===== config.mk =====
export PLATFORM = sky130hd
export DESIGN_NAME = window_expiry_reader
export DESIGN_NICKNAME = d
export VERILOG_FILES = /design/src/rtl/window_expiry_reader.sv
export SDC_FILE = /design/constraint.sdc
export NUM_CORES = 1
export LEC_CHECK = 0
export CELL_PAD_IN_SITES_DETAIL_PLACEMENT = 0
export CELL_PAD_IN_SITES_GLOBAL_PLACEMENT = 1
export CORE_UTILIZATION = 46
export CTS_CLUSTER_SIZE = 30
export DETAILED_ROUTE_END_ITERATION = 6
export DONT_BUFFER_PORTS = 1
export PLACE_DENSITY = 0.83
export SLEW_MARGIN = 30
export SYNTH_ARGS = -nofsm -noshare
export SYNTH_HDL_FRONTEND = slang
export SYNTH_SLANG_ARGS = --single-unit

===== constraint.sdc =====
create_clock -name clk -period 7.59 [get_ports clk]
set_input_delay 1.1385 -clock clk [delete_from_list [all_inputs] [get_ports clk]]
set_output_delay 1.1385 -clock clk [all_outputs]
set_load 0.01 [all_outputs]

===== src/rtl/window_expiry_reader.sv =====
// Consumer side of the time-tracking queue. It pops the queue head once the
// head has waited WINDOW cycles, keeps a running window sum and element count,
// and reports each expired element as a one-cycle pulse.
module window_expiry_reader #(
  parameter int DATA_W      = 64,
  parameter int AGE_W       = 64,
  parameter int CNT_W       = 16,
  parameter int WINDOW      = 8,
  parameter int ACK_TIMEOUT = 4
) (
  input  logic                     clk,
  input  logic                     rst,
  input  logic                     en,
  input  logic                     ev_valid,
  input  logic signed [DATA_W-1:0] ev_data,
  input  logic                     head_valid,
  input  logic [AGE_W-1:0]         head_age,
  output logic                     pop,
  input  logic                     pop_valid,
  input  logic signed [DATA_W-1:0] out,
  input  logic [AGE_W-1:0]         waited,
  output logic signed [DATA_W-1:0] win_sum,
  output logic [CNT_W-1:0]         win_count,
  output logic                     expired_valid,
  output logic signed [DATA_W-1:0] expired_data,
  output logic [AGE_W-1:0]         expired_age,
  output logic                     err
);

  // The wait timer only needs to count the WAIT cycles 0..ACK_TIMEOUT-1.
  localparam int TMR_W = (ACK_TIMEOUT > 1) ? $clog2(ACK_TIMEOUT) : 1;
  localparam logic [TMR_W-1:0] TMR_LAST  = TMR_W'(ACK_TIMEOUT - 1);
  localparam logic [AGE_W-1:0] AGE_LIMIT = AGE_W'(WINDOW);
  localparam logic [CNT_W-1:0] CNT_MAX   = '1;

  typedef enum logic [1:0] {
    IDLE,
    WAIT,
    COOL
  } state_t;

  state_t           state_q, state_d;
  logic [TMR_W-1:0] timer_q, timer_d;
  logic             timeout;
  logic             spurious_ack;
  logic             count_underflow;
  logic             count_overflow;

  // Next-state, pop request and ack-timeout detection for the pop handshake.
  always_comb begin
    state_d = state_q;
    timer_d = '0;
    pop     = 1'b0;
    timeout = 1'b0;
    case (state_q)
      IDLE: begin
        if (head_valid && (head_age >= AGE_LIMIT)) begin
          pop     = 1'b1;
          state_d = WAIT;
        end
      end
      WAIT: begin
        if (pop_valid) begin
          state_d = COOL;
        end else if (timer_q == TMR_LAST) begin
          timeout = 1'b1;
          state_d = IDLE;
        end else begin
          timer_d = timer_q + 1'b1;
        end
      end
      COOL: begin
        state_d = IDLE;
      end
      default: begin
        state_d = IDLE;
      end
    endcase
    if (!en || !rst) begin
      pop = 1'b0;
    end
  end

  // Error conditions that are judged on the current cycle's inputs.
  always_comb begin
    spurious_ack    = pop_valid && (state_q != WAIT);
    count_underflow = pop_valid && (win_count == '0);
    count_overflow  = ev_valid && (win_count == CNT_MAX);
  end

  // Handshake state register; reset drops any outstanding pop silently.
  always_ff @(posedge clk) begin
    if (!rst) begin
      state_q <= IDLE;
      timer_q <= '0;
    end else if (en) begin
      state_q <= state_d;
      timer_q <= timer_d;
    end
  end

  // Window sum/count bookkeeping; count saturates at both ends, sum wraps.
  always_ff @(posedge clk) begin
    if (!rst) begin
      win_sum   <= '0;
      win_count <= '0;
    end else if (en) begin
      case ({ev_valid, pop_valid})
        2'b10: begin
          win_sum <= win_sum + ev_data;
          if (win_count != CNT_MAX) begin
            win_count <= win_count + 1'b1;
          end
        end
        2'b01: begin
          win_sum <= win_sum - out;
          if (win_count != '0) begin
            win_count <= win_count - 1'b1;
          end
        end
        2'b11: begin
          win_sum <= win_sum + ev_data - out;
        end
        default: begin
          win_sum <= win_sum;
        end
      endcase
    end
  end

  // Expired-element report follows every completed pop, whatever the state.
  always_ff @(posedge clk) begin
    if (!rst) begin
      expired_valid <= 1'b0;
      expired_data  <= '0;
      expired_age   <= '0;
    end else if (en) begin
      expired_valid <= pop_valid;
      if (pop_valid) begin
        expired_data <= out;
        expired_age  <= waited;
      end
    end
  end

  // Sticky error flag; only reset clears it.
  always_ff @(posedge clk) begin
    if (!rst) begin
      err <= 1'b0;
    end else if (en) begin
      if (timeout || spurious_ack || count_underflow || count_overflow) begin
        err <= 1'b1;
      end
    end
  end

endmodule

After elaboration in Yosys (flattened, before gate mapping)
Index checks and enable logic that the tools add are counted.

word-level totals
  flip-flop bits (word level) = 214
  input bits = 262
  output and inout port bits = 211
  logic and storage cells = 64

operators by class
  $add $sub $neg = 6
  order comparisons = 1
  equal/unequal tests = 12
  mux-type cells = 17
  reductions and logical operators = 20

operator list
  kind                   count
  $pmux 64 s3            1
  $sub 64x64->64         2
  $add 64x64->64         1
  $ge 64x4->1 const B    1
  $mux 16                2
  $pmux 16 s2            1
  $add 16x1->16 const B  1
  $eq 16x16->1 const B   1
  $logic_not 16->1       1
  $ne 16x16->1 const B   1
  $reduce_bool 16->1     1
  $sub 16x1->16 const B  1
  $mux 2                 6
  $eq 2x2->1 const B     3
  $mux 1                 6
  $ne 2x2->1 const B     3
  $reduce_and 2->1       3
  $eq 2x1->1 const B     2
  $logic_and 1x1->1      4
  $logic_or 1x1->1       4
  $pmux 2 s2             1
  $reduce_and 4->1       1
  $ne 3x3->1 const B     1
  $reduce_and 3->1       1
  6 further kinds        7

Logic depth before layout (Yosys ltp)
  depth after elaboration = 8
  gate-level depth with buffers = 28
  mapped depth without buffers = 27

Least setup slack after synthesis
Ideal clock, no wire load.

  path kind = in2reg
  start point = input ev_data[0]
  end point = register win_sum[61]
  library setup time = 132 ps
  data arrival time = 6222 ps
  data required time = 7458 ps
  slack = 1235 ps
  stages = 27
  path buffers = 0
  cell sequence = ha_1 -> inv_1 -> fa_1 -> nand2b_1 -> a21oi_1 -> o211ai_1 -> a211oi_1 -> nor3_1 -> o21ai_1 -> a31oi_1 -> o21ai_1 -> a21boi_0 -> xnor2_1 -> mux2_2 -> ha_1 -> nand4_1 -> nor4_1 -> nand4_1 -> a211oi_1 -> a211oi_1 -> o21ai_1 -> a31oi_1 -> o21ai_1 -> a41oi_1 -> xnor2_1 -> a22oi_1 -> a21oi_1

on the way
  word-level cells in the longest chain between the ends = 3

ends and longest elaborated chain
  item                  line      source
  from (decl)           15        input logic signed [DATA_W-1:0] ev_data,
  $add 64x64->64 *      110, 122
  $sub 64x64->64        122       win_sum <= win_sum + ev_data - out;
  $pmux 64 s3 *         108       case ({ev_valid, pop_valid})
  to (signal assigned)  110       win_sum <= win_sum + ev_data;
  to (signal assigned)  122
  to (signal assigned)  125       win_sum <= win_sum;
  to (decl)             22        output logic signed [DATA_W-1:0] win_sum,

Mark *: on every way between the ends. The rest lies on a longest branch, timed or not.
A chain may end at the register's enable or synchronous reset.

Final worst setup path
Ends and elaborated chain as after synthesis.

==> results.toml <==
[final_layout]
fillCellCount = 3563
fin_nets = 2667
final_cells = 2750
syn_to_final_growth_pct = 7.63
final_area_um2 = 18200
drive_gt1_frac = 0.0614
mostFrequentLayoutCell = "nand2_1"
mostFrequentLayoutCells = "nand2_1, a21oi_1, dfxtp_1, nor2_1, ha_1"

[setup_path]
crit_required_ps = 8020
path_class = "primary input to register"
rr_startpoint = "win_sum[0]"
cp-startpoint = "ev_data[0]"
end_kind = "register"
startpoint_type = "primary input"
path_max_fanout = 4
worst_ep_arrival_time_ps = 7390
ff2ff_path_depth = 28

[logic_synthesis]
synth_flop_cell = "dfxtp_1"
ys_async_sr_fraction = 0
ys_ff_latch = 214
synth_nets = 2748
ys_seq_area_frac = 0.253
synth.distinct_cells = 69
synth-edff-count = 0
syn_area_um2 = 16900
synth.avg_cell_area_um2 = 7.23
yosys_warnings = 0
postSynthCellCount = 2342

[place]
hpwl_mm = 45.1
dp_cells = 2693
placed_cell_area_um2 = 17300
dp_slack_ps = -44.2
port_buffers = 0
place.gp.congestion = 0.980

[global_routing]
grt_pass1_wl_mm = 91.5
grt_max_degree = 117
grt_pass1_vias = 16400
track_usage = 0.306
antenna_found_initial = 11
grt.overflow.total = 0

[power]
intPower_w = 0.00270
combPwrFrac = 0.387
vdd_drop_max_uv = 213
switchingPower_w = 0.00169
pwr-share-clk = 0.308
p_per_area_nw_per_um2 = 241
sw_frac_of_total = 0.385
p_seq_frac = 0.305
cellLeakagePower_nw = 7.86

[drt]
ant_nets = 0
drt_pre_antenna_iters = 5
drc = 0
drtIter0Drc = 1052
via_per_inst = 6.07
wirelength_mm = 59.3
vias = 16700
wl_per_cell_um = 21.6

[sta]
hold_viol_final = 0
relSlewSlack = 0.382
period_needed_ps = 6960
finalSetupViolations = 0
finClkSkew_ps = 25.9
fmax_mhz = 144
rsz0062_at_grt = "no"
finalCritPeriodShare = 0.917
drv_slew = 0
setup_ws_ps = 631
tightestPinTransition_ps = 928

[clock_network]
cts_root_buffer = "clkbuf_16"
cts_htree_levels = 1
cts_buffers = 27
cts_buffer_depth = 3
cts_num_sinks = 214
cts.clk_slew.worst_paths_ps = 70
clock_latency_ps = 580
cts_setup_buffers = 0
cts_tree = "built"

[status]
status = "complete, no violations"

[min_path]
holdPathStages = 2
hp-start = "timer_q[1]"
hold_path_class = "register to register"

[die]
io_pins = 473
start_util = 0.471
placementRows = 69
die_area_um2 = 37600
die_y_um = 194
die-width_um = 194
core-area_um2 = 35900

[flow_run]
maxCapViolCount = 0
[metrics by stage]
stage | power (W) | setup TNS, ps | hold WS [ps] | util
finish | 0.00439 | 0 | 475 | 0.507
global route | 0.00466 | 0 | 515 | 0.507
CTS | 0.00440 | 0 | 474 | 0.506
detailed placement | 0.00303 | -44.2 | 463 | 0.480
global placement | 0.00301 | 0 | 458 | 0.480
floorplan | 0.00262 | 0 | 449 | -
[synth_stat cells (all sizes together), types with 7 or more instances]
cell type	instances	area [um^2]
nor4	24	150
a21o	84	631
inv	109	409
a22oi	12	90.1
a211o	8	70.1
o221ai	7	61.3
o211ai	22	165
nor2	154	578
mux2i	23	230
buf	7	28.8
a31oi	16	100
xor2	42	368
nand2	415	1560
and3	16	100
o31a	8	70.1
a311oi	7	61.3
nand2b	19	119
and2	10	62.6
nand4	41	257
mux2	39	439
ha	141	1760
o21bai	29	218
dfxtp	214	4280
clkbuf	135	507
o21ai	135	679
o21a	9	67.6
a211oi	46	345
or3	7	43.8
nand3	34	170
xnor2	84	736
nor3	30	150
a21boi	11	86.3
nor2b	16	100
a21oi	324	1620
[power by group through the flow]
stage                     clock (W)  sequential (W)  combinational, W
after CTS                   0.00138         0.00134           0.00168
after floorplan                   0         0.00131           0.00131
after global placement            0         0.00136           0.00165
after global routing        0.00143         0.00135           0.00188
final                       0.00135         0.00134           0.00170
after detailed placement          0         0.00136           0.00167
[critical path: stages]
cell and delay (ps):
ha_1 170, inv_1 70, fa_1 400, nand2b_1 210, a21oi_1 280, o211ai_1 190, a211oi_1 430, nor3_1 120
o21ai_1 180, a31oi_1 140, o21ai_1 300, a21boi_0 170, xnor2_1 180, mux2_2 280, ha_1 340, nand4_1 200
nor4_4 430, nand4_1 140, a211oi_1 410, a211oi_1 210, o21ai_1 210, a31oi_1 110, buf_4 160, o21ai_1 280
a41oi_1 200, xnor2_1 170, a22oi_1 170, a21oi_1 80
[timing repair]
item | in CTS | in global routing
endpoints found under the setup margin | 0 | 6
hold buffers | 0 | 0
hold endpoints to repair | 0 | 0
resized for setup | 0 | 2
[state kept, by name, indices dropped and copies added, names as in the netlist]
signal / cells
expired_data: 64
timer_q: 2
state_q: 2
err: 1
expired_age: 64
expired_valid: 1
win_count: 16
win_sum: 64
[logic make-up (layout without fill, tap and decap cells)]
| kind of cell | Yosys count | count (layout) | synth area share |
|---|---|---|---|
| and+or+nand+nor | 783 | 783 | 0.202 |
| AOI/OAI and AO/OA | 761 | 761 | 0.277 |
| buffers and inverters | 252 | 191 | 0.0560 |
| DFF | 214 | 214 | 0.253 |
| adders and majority gates | 144 | 144 | 0.108 |
| xor gates and xnor gates | 126 | 126 | 0.0652 |
| muxes | 62 | 62 | 0.0395 |
| other | 0 | 8 | 0 |
[per-layer routing]
layer | track usage | vias up | wire, um
met5 | 0 | - | 39
met1 | 0.365 | 7772 | 24100
met2 | 0.516 | 639 | 27900
met4 | 0.132 | 6 | 2380
met3 | 0.0802 | 119 | 4870
li1 | - | 8148 | -
[path summary, 6_finish.rpt]
kind,to,slack (ps)
max,win_sum[61],630
min,timer_q[1],480
max reg2reg,win_sum[61],690
min reg2reg,timer_q[1],480
[layout make-up]
class	count	area (um^2)	area share
diodes	8	20.0	0.00110
clock buffers	35	756	0.0415
clock inverters	14	175	0.00961
inverters	110	418	0.0229
multi-input cells	1876	11700	0.644
flip-flops and latches	214	4280	0.235
well taps	461	577	0.0317
repair buffers	32	253	0.0139
(Power assumes the default switching activity.)
